[config.mk]
export PLATFORM = sky130hd
export DESIGN_NAME = alu_share_ctrl
export DESIGN_NICKNAME = d
export VERILOG_FILES = /design/src/rtl/alu_ctrl_pkg.sv /design/src/rtl/rr_arb2.sv /design/src/rtl/alu_share_ctrl.sv
export SDC_FILE = /design/constraint.sdc
export NUM_CORES = 1
export LEC_CHECK = 0
export CAP_MARGIN = 10
export CORE_ASPECT_RATIO = 1.4
export CORE_MARGIN = 2
export CORE_UTILIZATION = 45
export CTS_CLUSTER_SIZE = 24
export DETAILED_ROUTE_END_ITERATION = 16
export GPL_TIMING_DRIVEN = 0
export PLACE_DENSITY = 0.84
export SLEW_MARGIN = 20
export SYNTH_ARGS = -nofsm -noshare
export SYNTH_HDL_FRONTEND = slang
export SYNTH_SLANG_ARGS = --single-unit
[constraint.sdc]
create_clock -name clk -period 4.83 [get_ports clk]
set_clock_uncertainty 0.1 [all_clocks]
set_input_delay 0.966 -clock clk [delete_from_list [all_inputs] [get_ports clk]]
set_output_delay 0.966 -clock clk [all_outputs]
set_load 0.02 [all_outputs]
[src/rtl/alu_ctrl_pkg.sv]
// Shared definitions for the ALU sharing controller: opcodes, widths, FSM
// encoding and the operand bundle latched from a requester.
// Optional build macro: ALU_DIVZERO_GUARD_EN (see alu_share_ctrl).
package alu_ctrl_pkg;

  localparam int unsigned OPW  = 4;
  localparam int unsigned RESW = 8;
  localparam int unsigned SELW = 3;
  localparam int unsigned CNTW = 4;

  localparam logic [SELW-1:0] OP_ADD = 3'd0;
  localparam logic [SELW-1:0] OP_SUB = 3'd1;
  localparam logic [SELW-1:0] OP_AND = 3'd2;
  localparam logic [SELW-1:0] OP_OR  = 3'd3;
  localparam logic [SELW-1:0] OP_XOR = 3'd4;
  localparam logic [SELW-1:0] OP_MUL = 3'd5;
  localparam logic [SELW-1:0] OP_DIV = 3'd6;
  localparam logic [SELW-1:0] OP_NOP = 3'd7;

  typedef enum logic [1:0] {
    ST_IDLE = 2'd0,
    ST_EXEC = 2'd1,
    ST_RESP = 2'd2
  } state_t;

  typedef struct packed {
    logic [OPW-1:0]  a;
    logic [OPW-1:0]  b;
    logic [SELW-1:0] sel;
  } op_t;

  // True for a divide whose divisor is zero.
  function automatic logic is_divzero(input op_t op);
    return (op.sel == OP_DIV) && (op.b == '0);
  endfunction

endpackage

[src/rtl/rr_arb2.sv]
// Two-input round-robin arbiter: on a tie the port that did not win last
// time is granted. Grant is one-hot (or zero) and purely combinational.
module rr_arb2 (
  input  logic [1:0] valid,
  input  logic       last_grant,
  input  logic       enable,
  output logic [1:0] grant
);

  // Pick a single winner among the valid ports.
  always_comb begin
    grant = 2'b00;
    if (enable) begin
      case (valid)
        2'b01:   grant = 2'b01;
        2'b10:   grant = 2'b10;
        2'b11:   grant = last_grant ? 2'b01 : 2'b10;
        default: grant = 2'b00;
      endcase
    end
  end

endmodule

[src/rtl/alu_share_ctrl.sv]
// Shares one combinational 4-bit ALU between two requesters. A granted
// request's operands are held on the ALU for SETTLE_CYCLES cycles, then the
// result is captured and offered on a valid/ready response port.
// Optional build macro: ALU_DIVZERO_GUARD_EN -- a divide by zero bypasses
// the ALU and returns result 8'hFF with rsp_err set.
module alu_share_ctrl #(
  parameter int unsigned SETTLE_CYCLES = 1
) (
  input  logic       clk,
  input  logic       rst_n,
  input  logic       req0_valid,
  output logic       req0_ready,
  input  logic [3:0] req0_a,
  input  logic [3:0] req0_b,
  input  logic [2:0] req0_sel,
  input  logic       req1_valid,
  output logic       req1_ready,
  input  logic [3:0] req1_a,
  input  logic [3:0] req1_b,
  input  logic [2:0] req1_sel,
  output logic [3:0] alu_a,
  output logic [3:0] alu_b,
  output logic [2:0] alu_sel,
  input  logic [7:0] alu_result,
  input  logic       alu_carry,
  input  logic       alu_zero,
  output logic       rsp_valid,
  input  logic       rsp_ready,
  output logic [7:0] rsp_result,
  output logic       rsp_carry,
  output logic       rsp_zero,
  output logic       rsp_id,
  output logic       rsp_err,
  output logic       busy
);

  import alu_ctrl_pkg::*;

  if (SETTLE_CYCLES < 1 || SETTLE_CYCLES > 15) begin : g_bad_settle
    $error("alu_share_ctrl: SETTLE_CYCLES must be within 1..15");
  end

  localparam logic [CNTW-1:0] CNT_INIT = CNTW'(SETTLE_CYCLES - 1);

  state_t          state;
  op_t             op_q;
  logic [CNTW-1:0] cnt;
  logic            last_grant;
  logic [1:0]      grant;
  op_t             req0_op;
  op_t             req1_op;
  op_t             gnt_op;
  logic            gnt_any;
  logic            gnt_id;

  assign req0_op = {req0_a, req0_b, req0_sel};
  assign req1_op = {req1_a, req1_b, req1_sel};

  // Arbitration only in IDLE and never while reset is asserted.
  rr_arb2 u_arb (
    .valid      ({req1_valid, req0_valid}),
    .last_grant (last_grant),
    .enable     ((state == ST_IDLE) && rst_n),
    .grant      (grant)
  );

  assign gnt_any    = |grant;
  assign gnt_id     = grant[1];
  assign gnt_op     = grant[1] ? req1_op : req0_op;
  assign req0_ready = grant[0];
  assign req1_ready = grant[1];

  assign alu_a   = op_q.a;
  assign alu_b   = op_q.b;
  assign alu_sel = op_q.sel;

`ifdef ALU_DIVZERO_GUARD_EN
  logic err_q;
  assign rsp_err = err_q;
`else
  assign rsp_err = 1'b0;
`endif

  // Controller FSM: accept, hold operands while the ALU settles, respond.
  always_ff @(posedge clk or negedge rst_n) begin
    if (!rst_n) begin
      state      <= ST_IDLE;
      op_q       <= '0;
      cnt        <= '0;
      last_grant <= 1'b1;
      busy       <= 1'b0;
      rsp_valid  <= 1'b0;
      rsp_result <= '0;
      rsp_carry  <= 1'b0;
      rsp_zero   <= 1'b0;
      rsp_id     <= 1'b0;
`ifdef ALU_DIVZERO_GUARD_EN
      err_q      <= 1'b0;
`endif
    end else begin
      case (state)
        ST_IDLE: begin
          if (gnt_any) begin
            op_q       <= gnt_op;
            rsp_id     <= gnt_id;
            last_grant <= gnt_id;
            busy       <= 1'b1;
`ifdef ALU_DIVZERO_GUARD_EN
            if (is_divzero(gnt_op)) begin
              rsp_result <= {RESW{1'b1}};
              rsp_carry  <= 1'b0;
              rsp_zero   <= 1'b0;
              err_q      <= 1'b1;
              rsp_valid  <= 1'b1;
              state      <= ST_RESP;
            end else begin
              cnt   <= CNT_INIT;
              state <= ST_EXEC;
            end
`else
            cnt   <= CNT_INIT;
            state <= ST_EXEC;
`endif
          end
        end
        ST_EXEC: begin
          if (cnt == '0) begin
            rsp_result <= alu_result;
            rsp_carry  <= alu_carry;
            rsp_zero   <= alu_zero;
`ifdef ALU_DIVZERO_GUARD_EN
            err_q      <= 1'b0;
`endif
            rsp_valid  <= 1'b1;
            state      <= ST_RESP;
          end else begin
            cnt <= cnt - 1'b1;
          end
        end
        ST_RESP: begin
          if (rsp_ready) begin
            rsp_valid <= 1'b0;
            busy      <= 1'b0;
            state     <= ST_IDLE;
          end
        end
        default: begin
          state     <= ST_IDLE;
          rsp_valid <= 1'b0;
          busy      <= 1'b0;
        end
      endcase
    end
  end

endmodule

# Yosys cells after proc, flatten, opt, wreduce, memory -nomap -nowiden
# Cells that the tools add are included.
# Widths: inputs -> output; s select.
# op_classes
eq_ne	9
muxes	16
mul	0
n_shift	0
reduce_logical	11
n_addsub	1
n_lt_le_gt_ge	0
bitwise	2
n_div	0
# ops
op	count
$pmux 2 s3	2
$reduce_and 3->1	4
$mux 11	1
$mux 2	5
$mux 4	2
$ne 2x2->1 const B	4
$pmux 4 s2	1
$eq 2x2->1 const B	3
$pmux 1 s3	2
$eq 2x1->1 const B	2
$logic_not 4->1	1
$reduce_and 2->1	2
$sub 4x1->4 const B	1
$mux 1	3
$logic_not 2->1	1
$not 1->1	2
$reduce_bool 2->1	1
$reduce_or 2->1	1
$logic_and 1x1->1	1
# word_totals
in_bits	37
word_cells	51
out_inout_bits	27
reg_bits	31
mem_bits_ro	0
mem_bits_rw	0
mem_count	0
latch_bits	0

# Depth between registers and ports, before layout
# Gate-level depths: netlist (run 1).
# logic_depth
depth_word	6
mapped_depth	6
mapped_depth_nobuf	5

# Cells and area by module
# A second synthesis (run 1) with hierarchy kept.
# unflattened
hier_cells	116
hier_area_um2	1515.2
# by_module_without_submodules
mod	area_each_um2	seq_area_each_um2	cells_per_inst	instances
alu_share_ctrl	1493.9	777.0	111	1
rr_arb2	21.3	0.0	5	1

# Worst setup path after synthesis (run 1)
# No wires, ideal clock.
# synth_path
kind	in2out
from	in rst_n
to	out req1_ready
required_time_ns	3.764
stages	3
slack_ns	1.941
path_buffers	1
arrival_time_ns	1.823
path_cell_list	or3b_1 > buf_2 > nor2_1
# synth_between
elab_chain_cells	2
# synth_rtl
element	line_no	text
start: declaration	alu_share_ctrl.sv:10	input logic rst_n,
$logic_and 1x1->1	alu_share_ctrl.sv:63	.enable ((state == ST_IDLE) && rst_n),
$mux 2	rr_arb2.sv:13	if (enable) begin
end: declaration	alu_share_ctrl.sv:17	output logic req1_ready,
# Every way passes these cells.

# Worst setup path in the final report (run 1)
# Same ends and word-level chain as after synthesis.

==> impl_metrics.env, run 1 <==
export IMPL_status="complete, no violations"
export IMPL_finalCritPeriodShare=0.830
export IMPL_fin_setup_tns_ns=0
export IMPL_flow_area_growth_from_synthesis_pct=51.8
export IMPL_start_util=0.479
export IMPL_cts_sinks=31
export IMPL_clock_path_buffers=2
export IMPL_startpoint_type="primary input"
export IMPL_place_ws_ns=0.788
export IMPL_cp_arrival_ns=2.94
export IMPL_cts_buffers=5
export IMPL_max_slew_worst_pin_slew_ns=0.701
export IMPL_synth_cells=135
export IMPL_ys_flop_type="dfrtp_1"
export IMPL_cts_max_level=2
export IMPL_cts_resized=0
export IMPL_leakage_nw=0.962
export IMPL_gr_total_overflow=0
export IMPL_core_area_sq_um=3150
export IMPL_crit_buf_inv=3
export IMPL_drv_slew=0
export IMPL_syn_area_sq_um=1510
export IMPL_hp_class="flip-flop to flip-flop"
export IMPL_synthArstFlopShare=1.00
export IMPL_hold_viol=0
export IMPL_vias=1373
export IMPL_num_io_pins=64
export IMPL_num_rows=24
export IMPL_hpwl_um=3090
export IMPL_port_buffer_count=62
export IMPL_finalWorstSetupSlack_ns=0.821
export IMPL_grt_max_degree=34
export IMPL_grt_pass1_vias=1383
export IMPL_ys_types=34
export IMPL_max_freq_mhz=249
export IMPL_cts_tree="yes"
export IMPL_cpPeakStageDelay_ns=0.64
export IMPL_clk_pin_slew_ns=0.06
export IMPL_finalWirelength_um=4250
export IMPL_multi_input_area_sq_um=643
export IMPL_antenna_found_initial=0
export IMPL_setup_violations=0
export IMPL_dr_pass1_iters=4
export IMPL_crit_family="buffers and inverters"
export IMPL_crit_path_max_fanout=33
export IMPL_grt_total_usage=0.242
export IMPL_worst_setup_path_type="primary input to output port"
export IMPL_nFillCells=233
export IMPL_endpoint_kind="output port"
export IMPL_syn_nets=173
export IMPL_fin_nets=242
export IMPL_period_needed_ns=4.01
export IMPL_die_y_um=72.5
export IMPL_rsz0062_at_grt="no"
export IMPL_cp_slowest_cell="clkdlybuf4s50_1"
export IMPL_routed_via_density=5.63
export IMPL_slew_headroom=0.532
export IMPL_synth_enable_flop_cells=0
export IMPL_dieArea_sq_um=3840
export IMPL_drive_above_1_share=0.171
export IMPL_n_antenna_cell=0
export IMPL_synth_seq_cells=31
export IMPL_crit_top_cell="buf_2"
export IMPL_synth_seq_area_share=0.515
export IMPL_peakVddDrop_uv=334
export IMPL_path_cells="buf_2, or3b_1, buf_2, nor2_1, clkdlybuf4s50_1"
export IMPL_critical_path_required_ns=3.76
export IMPL_drc=0
export IMPL_wire_per_inst_um=17.4
export IMPL_first_iter_violations=38
export IMPL_drtAntennaViolNets=0
export IMPL_dieWidth_um=52.9
export IMPL_root_buffer="clkbuf_8"
export IMPL_place_congestion=0.768
export IMPL_seq_area_sq_um=777
export IMPL_yosys_warnings=0
export IMPL_maxCapViolations=0
export IMPL_powerDensity_nw_per_um2=564
export IMPL_clock_latency_ns=0.29
export IMPL_holdBufCountCts=0
export IMPL_post_synth_cell_area_avg_sq_um=11.2
export IMPL_cts_setup_buffers=0
export IMPL_grt_pass1_wl_um=6590
[layout make-up]
type                            count  area share
Timing Repair Buffer               62       0.269
Buffer                             10      0.0339
Multi-Input combinational cell     91       0.281
Clock buffer                        6      0.0360
Sequential cell                    31       0.339
Inverter                            3     0.00492
Tap cell                           39      0.0213
Clock inverter                      2      0.0153
[cells in the final DEF, fill, tap and decap left out, types with 4 or more instances in the layout]
master | netlist | routed
clkdlybuf4s50_1 | 0 | 61
dfrtp_1 | 30 | 30
nand3_1 | 15 | 15
a21oi_1 | 12 | 12
a31oi_1 | 11 | 11
o21ai_1 | 10 | 10
mux2_4 | 9 | 9
o21ai_0 | 6 | 6
clkbuf_8 | 0 | 6
buf_2 | 4 | 5
a21o_1 | 4 | 4
[per-stage QoR]
step / hold WS, ns / total power [W] / utilization / std cells / instance area [sq um]
after floorplan: 0.366 / 0.000746 / - / 135 / 1510
after global placement: 0.362 / 0.00101 / 0.691 / 236 / 2180
after detailed placement: 0.369 / 0.00103 / 0.689 / 236 / 2170
after CTS: 0.383 / 0.00130 / 0.727 / 244 / 2290
after global routing: 0.404 / 0.00135 / 0.727 / 244 / 2290
final: 0.378 / 0.00129 / 0.727 / 244 / 2290
[cell families (layout without fill, tap and decap cells)]
logic type / after synthesis / count (layout) / share of synthesized area
simple gates: 30 / 30 / 0.121
flops: 31 / 31 / 0.515
buf+inv: 13 / 83 / 0.0589
compound gates: 47 / 47 / 0.184
other cells: 1 / 1 / 0.00249
mux: 12 / 12 / 0.110
fa+ha+maj: 1 / 1 / 0.00829
[flip-flops by register name (all words and copies together), names as in the netlist]
| register | flops |
|---|---|
| last_grant | 1 |
| rsp_id | 1 |
| cnt | 4 |
| busy | 1 |
| alu_a | 4 |
| rsp_result | 8 |
| alu_sel | 3 |
| rsp_carry | 1 |
| alu_b | 4 |
| rsp_valid | 1 |
| rsp_zero | 1 |
| state | 2 |
[cell usage after synthesis (2+ instances only)]
cell type  instances  area share
dfrtp_1           30        0.50
nand3_1           15       0.050
a21oi_1           12       0.040
a31oi_1           11       0.046
o21ai_1           10       0.033
mux2_4             9       0.090
o21ai_0            6       0.020
a21o_1             4       0.020
buf_2              4       0.013
inv_1              3      0.0075
nor2_1             3      0.0075
buf_6              2       0.015
clkbuf_1           2      0.0050
mux2i_1            2       0.013
nand2b_1           2      0.0083
nor2_4             2       0.015
[per-layer routing]
| layer | part of all wire | track usage | vias up | wire (um) |
|---|---|---|---|---|
| li1 | - | - | 626 | - |
| met1 | 0.36 | 0.255 | 693 | 1540 |
| met4 | 0.020 | 0.103 | 0 | 84 |
| met3 | 0.046 | 0.0700 | 9 | 196 |
| met5 | 0 | 0 | - | 0 |
| met2 | 0.57 | 0.436 | 45 | 2430 |
[worst paths after layout]
path,start,endpoint,slack [ns],cells after the start
setup / recovery,rst_n,req1_ready,0.82,5
min in group asynchronous,rst_n,rsp_carry$_DFFE_PN0P_,0.62,1
hold / removal,rsp_id$_DFFE_PN0P_,rsp_id$_DFFE_PN0P_,0.38,1
max in group asynchronous,rst_n,rsp_id$_DFFE_PN0P_,3.55,1
setup reg to reg,cnt[0]$_DFFE_PN0P_,rsp_result[1]$_DFFE_PN0P_,2.89,6
hold reg to reg,rsp_id$_DFFE_PN0P_,rsp_id$_DFFE_PN0P_,0.38,1
[where the power goes]
part / switching [W] / total (W) / internal (W) / leakage (nW)
Sequential: 0.0000689 / 0.000436 / 0.000367 / 0.363
Clock: 0.0000977 / 0.000264 / 0.000167 / 0.0612
Combinational: 0.000279 / 0.000592 / 0.000312 / 0.539
Total: 0.000446 / 0.00129 / 0.000846 / 0.962
No activity file was read; power rests on OpenSTA's default activity.
==> run 2: changes to the inputs <==
Settings changed: CORE_UTILIZATION 45 to 42, PLACE_DENSITY 0.84 to 0.79.
Clock period 4.83 ns to 4.2 ns, I/O delays scaled along.
==> impl_metrics.env, run 2 (same netlist as run 1, synthesis figures left out) <==
export IMPL_place_congestion=0.794
export IMPL_maxCapViolations=0
export IMPL_grt_busiest_layer="met2"
export IMPL_path_cells="buf_2, or3b_1, buf_2, nor2_1, clkdlybuf4s50_1"
export IMPL_min_from="rsp_id$_DFFE_PN0P_"
export IMPL_root_buffer="clkbuf_8"
export IMPL_routed_via_density=5.46
export IMPL_largest_reg_flops=8
export IMPL_finalWirelength_um=3880
export IMPL_core_area_sq_um=3410
export IMPL_num_rows=25
export IMPL_timing_rr_start="cnt[0]$_DFFE_PN0P_"
export IMPL_grt_pass1_wl_um=6160
export IMPL_cts_resized=0
export IMPL_gr_total_overflow=0
export IMPL_post_dp_cell_area_sq_um=2170
export IMPL_grt_pass1_vias=1364
export IMPL_layout_commonest_cell="clkdlybuf4s50_1"
export IMPL_dieArea_sq_um=4100
export IMPL_dr_pass1_iters=4
export IMPL_grt_max_degree=34
export IMPL_hp_class="flip-flop to flip-flop"
export IMPL_path_depth=5
export IMPL_cp_arrival_ns=2.86
export IMPL_r2r_setup_slack_ns=2.30
export IMPL_vias=1337
export IMPL_crit_top_cell="buf_2"
export IMPL_seq_area_sq_um=777
export IMPL_port_buffer_count=62
export IMPL_period_needed_ns=3.80
export IMPL_utilization=0.672
export IMPL_endpoint_kind="output port"
export IMPL_grt_total_usage=0.213
export IMPL_leakage_nw=0.962
export IMPL_layout_common_cells="clkdlybuf4s50_1, dfrtp_1, nand3_1"
export IMPL_n_antenna_cell=0
export IMPL_drtAntennaViolNets=0
export IMPL_status="complete, no violations"
export IMPL_wire_per_inst_um=15.8
export IMPL_rsz0062_at_grt="no"
export IMPL_cts_tree="yes"
export IMPL_crit_buf_inv=3
export IMPL_drc=0
export IMPL_dieWidth_um=54.7
export IMPL_slew_headroom=0.514
export IMPL_cts_max_level=2
export IMPL_flow_area_growth_from_synthesis_pct=51.9
export IMPL_clock_path_buffers=2
export IMPL_clock_latency_ns=0.28
export IMPL_setup_violations=0
export IMPL_peakVddDrop_uv=384
export IMPL_drv_slew=0
export IMPL_design_area_sq_um=2290
export IMPL_crit_path_max_fanout=33
export IMPL_first_iter_violations=53
export IMPL_whs_endpoint="rsp_id$_DFFE_PN0P_"
export IMPL_nFillCells=251
export IMPL_reg2regPathDepth=6
export IMPL_fin_setup_tns_ns=0
export IMPL_worst_setup_path_type="primary input to output port"
export IMPL_max_freq_mhz=263
export IMPL_startpoint_type="primary input"
export IMPL_fin_nets=242
export IMPL_critical_path_required_ns=3.26
export IMPL_holdBufCountCts=0
export IMPL_cts_buffers=5
export IMPL_hold_slack_ns=0.385
export IMPL_crit_family="buffers and inverters"
export IMPL_grtUsageMet2=0.362
export IMPL_regToRegEndpoint="rsp_result[5]$_DFFE_PN0P_"
export IMPL_regMostFlops="rsp_result"
export IMPL_cts_setup_buffers=0
export IMPL_die_y_um=74.9
export IMPL_cp_slowest_cell="clkdlybuf4s50_1"
export IMPL_max_slew_worst_pin_slew_ns=0.729
export IMPL_start_util=0.443
export IMPL_finalCritPeriodShare=0.904
export IMPL_hold_viol=0
export IMPL_cts_sinks=31
export IMPL_worstHoldPathCells=1
export IMPL_grt_use_met3=0.0456
export IMPL_cpPeakStageDelay_ns=0.64
export IMPL_drive_above_1_share=0.171
export IMPL_num_io_pins=64
export IMPL_antenna_found_initial=0
export IMPL_use_met1=0.248
export IMPL_hpwl_um=2870
export IMPL_multi_input_area_sq_um=643
export IMPL_powerDensity_nw_per_um2=645
export IMPL_clk_pin_slew_ns=0.06
run 2: cell counts in the layout (fill, tap and decap cells not counted):
No cell type changed its count.
run 2: report_power, final:
group / total [W] / leakage [nW] / internal [W] / switching (W)
registers: 0.000498 / 0.363 / 0.000422 / 0.0000760
logic: 0.000681 / 0.539 / 0.000359 / 0.000322
clock network: 0.000301 / 0.0612 / 0.000192 / 0.000109
total: 0.00148 / 0.962 / 0.000973 / 0.000507
run 2: area by class of cell:
class / instances / area share
flip-flops and latches: 31 / 0.339
multi-input cells: 91 / 0.281
repair buffers: 62 / 0.269
clock buffers: 6 / 0.0360
plain buffers: 10 / 0.0338
well taps: 40 / 0.0218
clock inverters: 2 / 0.0153
inverters: 3 / 0.00491
run 2: per-stage QoR:
stage                     total power [W]  std cells  worst slack [ns]
after floorplan                  0.000857        135              1.56
after global placement            0.00116        237            -0.516
after detailed placement          0.00119        237             0.364
after CTS                         0.00149        245             0.362
after global routing              0.00156        245             0.217
final                             0.00148        245             0.404
run 2: routing by layer:
metal	share of wire	vias up	wire, um
met5	0	-	0
met1	0.40	665	1540
met4	0.017	0	65
met3	0.039	7	150
met2	0.55	40	2120
li1	-	625	-
run 2: worst max path at each step:
stage | startpoint | endpoint | slack (ns)
floorplan | rst_n | req1_ready | 1.56
global placement | rst_n | req1_ready | -0.52
detailed placement | rst_n | req1_ready | 0.36
CTS | rst_n | req1_ready | 0.36
global route | rst_n | req1_ready | 0.22
finish | rst_n | req1_ready | 0.40
==> run 3: changes to the inputs <==
Settings changed: CELL_PAD_IN_SITES_DETAIL_PLACEMENT set to 0, CELL_PAD_IN_SITES_GLOBAL_PLACEMENT set to 1, CORE_UTILIZATION 42 to 31, PLACE_DENSITY 0.79 to unset, PLACE_DENSITY_LB_ADDON set to 0.1.
==> impl_metrics.env, run 3 (same netlist as run 1, synthesis figures left out) <==
export IMPL_grt_pass1_vias=1423
export IMPL_top_layer="met4"
export IMPL_peakVddDrop_uv=368
export IMPL_regToRegEndpoint="rsp_result[0]$_DFFE_PN0P_"
export IMPL_hpwl_um=2890
export IMPL_regMostFlops="rsp_result"
export IMPL_gr_total_overflow=0
export IMPL_holdBufCountCts=0
export IMPL_dieArea_sq_um=5450
export IMPL_nFillCells=483
export IMPL_utilization=0.488
export IMPL_reg2regPathDepth=6
export IMPL_status="complete, no violations"
export IMPL_largest_reg_flops=8
export IMPL_cp_arrival_ns=2.55
export IMPL_vias=1308
export IMPL_met2_length_um=2020
export IMPL_clock_path_buffers=2
export IMPL_antenna_found_initial=0
export IMPL_startpoint_type="primary input"
export IMPL_setup_violations=0
export IMPL_r2r_setup_slack_ns=2.30
export IMPL_worst_setup_path_type="primary input to output port"
export IMPL_num_io_pins=64
export IMPL_hold_viol=0
export IMPL_max_freq_mhz=286
export IMPL_dr_pass1_iters=4
export IMPL_met1_length_um=1600
export IMPL_place_ws_ns=0.684
export IMPL_first_iter_violations=61
export IMPL_flow_area_growth_from_synthesis_pct=54.1
export IMPL_place_congestion=0.691
export IMPL_period_needed_ns=3.49
export IMPL_endpoint_kind="output port"
export IMPL_grt_total_usage=0.158
export IMPL_layout_commonest_cell="clkdlybuf4s50_1"
export IMPL_finalWirelength_um=3920
export IMPL_port_buffer_count=62
export IMPL_layout_common_cells="clkdlybuf4s50_1, dfrtp_1, nand3_1"
export IMPL_finalCritPeriodShare=0.832
export IMPL_leakage_nw=0.962
export IMPL_crit_top_cell="buf_2"
export IMPL_cp_slowest_cell="clkdlybuf4s50_1"
export IMPL_drive_above_1_share=0.170
export IMPL_rsz0062_at_grt="no"
export IMPL_cts_setup_buffers=0
export IMPL_crit_path_max_fanout=32
export IMPL_drtAntennaViolNets=0
export IMPL_finalWorstSetupSlack_ns=0.705
export IMPL_drc=0
export IMPL_grt_max_degree=33
export IMPL_cts_tree="yes"
export IMPL_clock_latency_ns=0.28
export IMPL_cts_buffers=5
export IMPL_cts_max_level=2
export IMPL_start_util=0.317
export IMPL_critical_path_required_ns=3.26
export IMPL_wire_per_inst_um=14.5
export IMPL_n_antenna_cell=0
export IMPL_root_buffer="clkbuf_8"
export IMPL_num_rows=30
export IMPL_fin_nets=243
export IMPL_timing_rr_start="cnt[0]$_DFFE_PN0P_"
export IMPL_hp_class="primary input to asynchronous set/reset pin"
export IMPL_core_area_sq_um=4770
export IMPL_routed_via_density=4.84
export IMPL_clk_pin_slew_ns=0.06
export IMPL_grt_pass1_wl_um=6760
export IMPL_cts_resized=0
export IMPL_cpPeakStageDelay_ns=0.64
export IMPL_seq_area_sq_um=777
export IMPL_maxCapViolations=0
export IMPL_dieWidth_um=63.0
export IMPL_drv_slew=0
export IMPL_dr_wl_met3_um=245
export IMPL_powerDensity_nw_per_um2=615
export IMPL_path_cells="buf_2, buf_12, or3b_1, buf_2, nor2_1, clkdlybuf4s50_1"
export IMPL_die_y_um=86.6
export IMPL_multi_input_area_sq_um=643
export IMPL_cts_sinks=31
export IMPL_fin_setup_tns_ns=0
run 3: cell count changes in the layout (fill, tap and decap cells not counted), sizes merged:
cell    change
clkbuf      +2
buf         +1
bufinv      -1
clkinv      -1
run 3: area by class of cell:
class,instances,share of cell area
Inverter,3,0.00484
Tap cell,64,0.0344
Multi-Input combinational cell,91,0.277
Sequential cell,31,0.334
Timing Repair Buffer,63,0.273
Buffer,10,0.0334
Clock buffer,8,0.0431
run 3: report_power, final:
group | switching, W | leakage [nW] | internal, W
combinational | 0.000317 | 0.548 | 0.000361
clock | 0.000108 | 0.0515 | 0.000149
sequential | 0.0000735 | 0.363 | 0.000422
run 3: worst max-delay path by stage:
stage | slack (ns) | to | cells past startpoint | from
global route | 0.55 | req1_ready | 6 | rst_n
detailed placement | 0.68 | req1_ready | 6 | rst_n
global placement | -0.59 | req1_ready | 5 | rst_n
finish | 0.71 | req1_ready | 6 | rst_n
floorplan | 1.56 | req1_ready | 3 | rst_n
CTS | 0.69 | req1_ready | 6 | rst_n
run 3: per-layer routing:
metal	up-vias	global-route usage
met5	-	0
met4	0	0.0485
met3	5	0.0584
met2	48	0.277
met1	627	0.180
li1	628	-
run 3: stage by stage:
stage	power, W	cell area [sq um]	cells	hold slack (ns)
6_report	0.00143	2320	270	0.253
5_1_grt	0.00152	2320	270	0.232
4_1_cts	0.00145	2320	270	0.241
3_5_place_dp	0.00119	2220	262	0.370
3_3_place_gp	0.00117	2210	261	0.365
2_1_floorplan	0.000857	1510	135	0.366
run 3: critical path, delay by kind of cell:
kind / cells / cell delay (ns)
simple gates: 2 / 0.56
buf+inv: 4 / 1.14
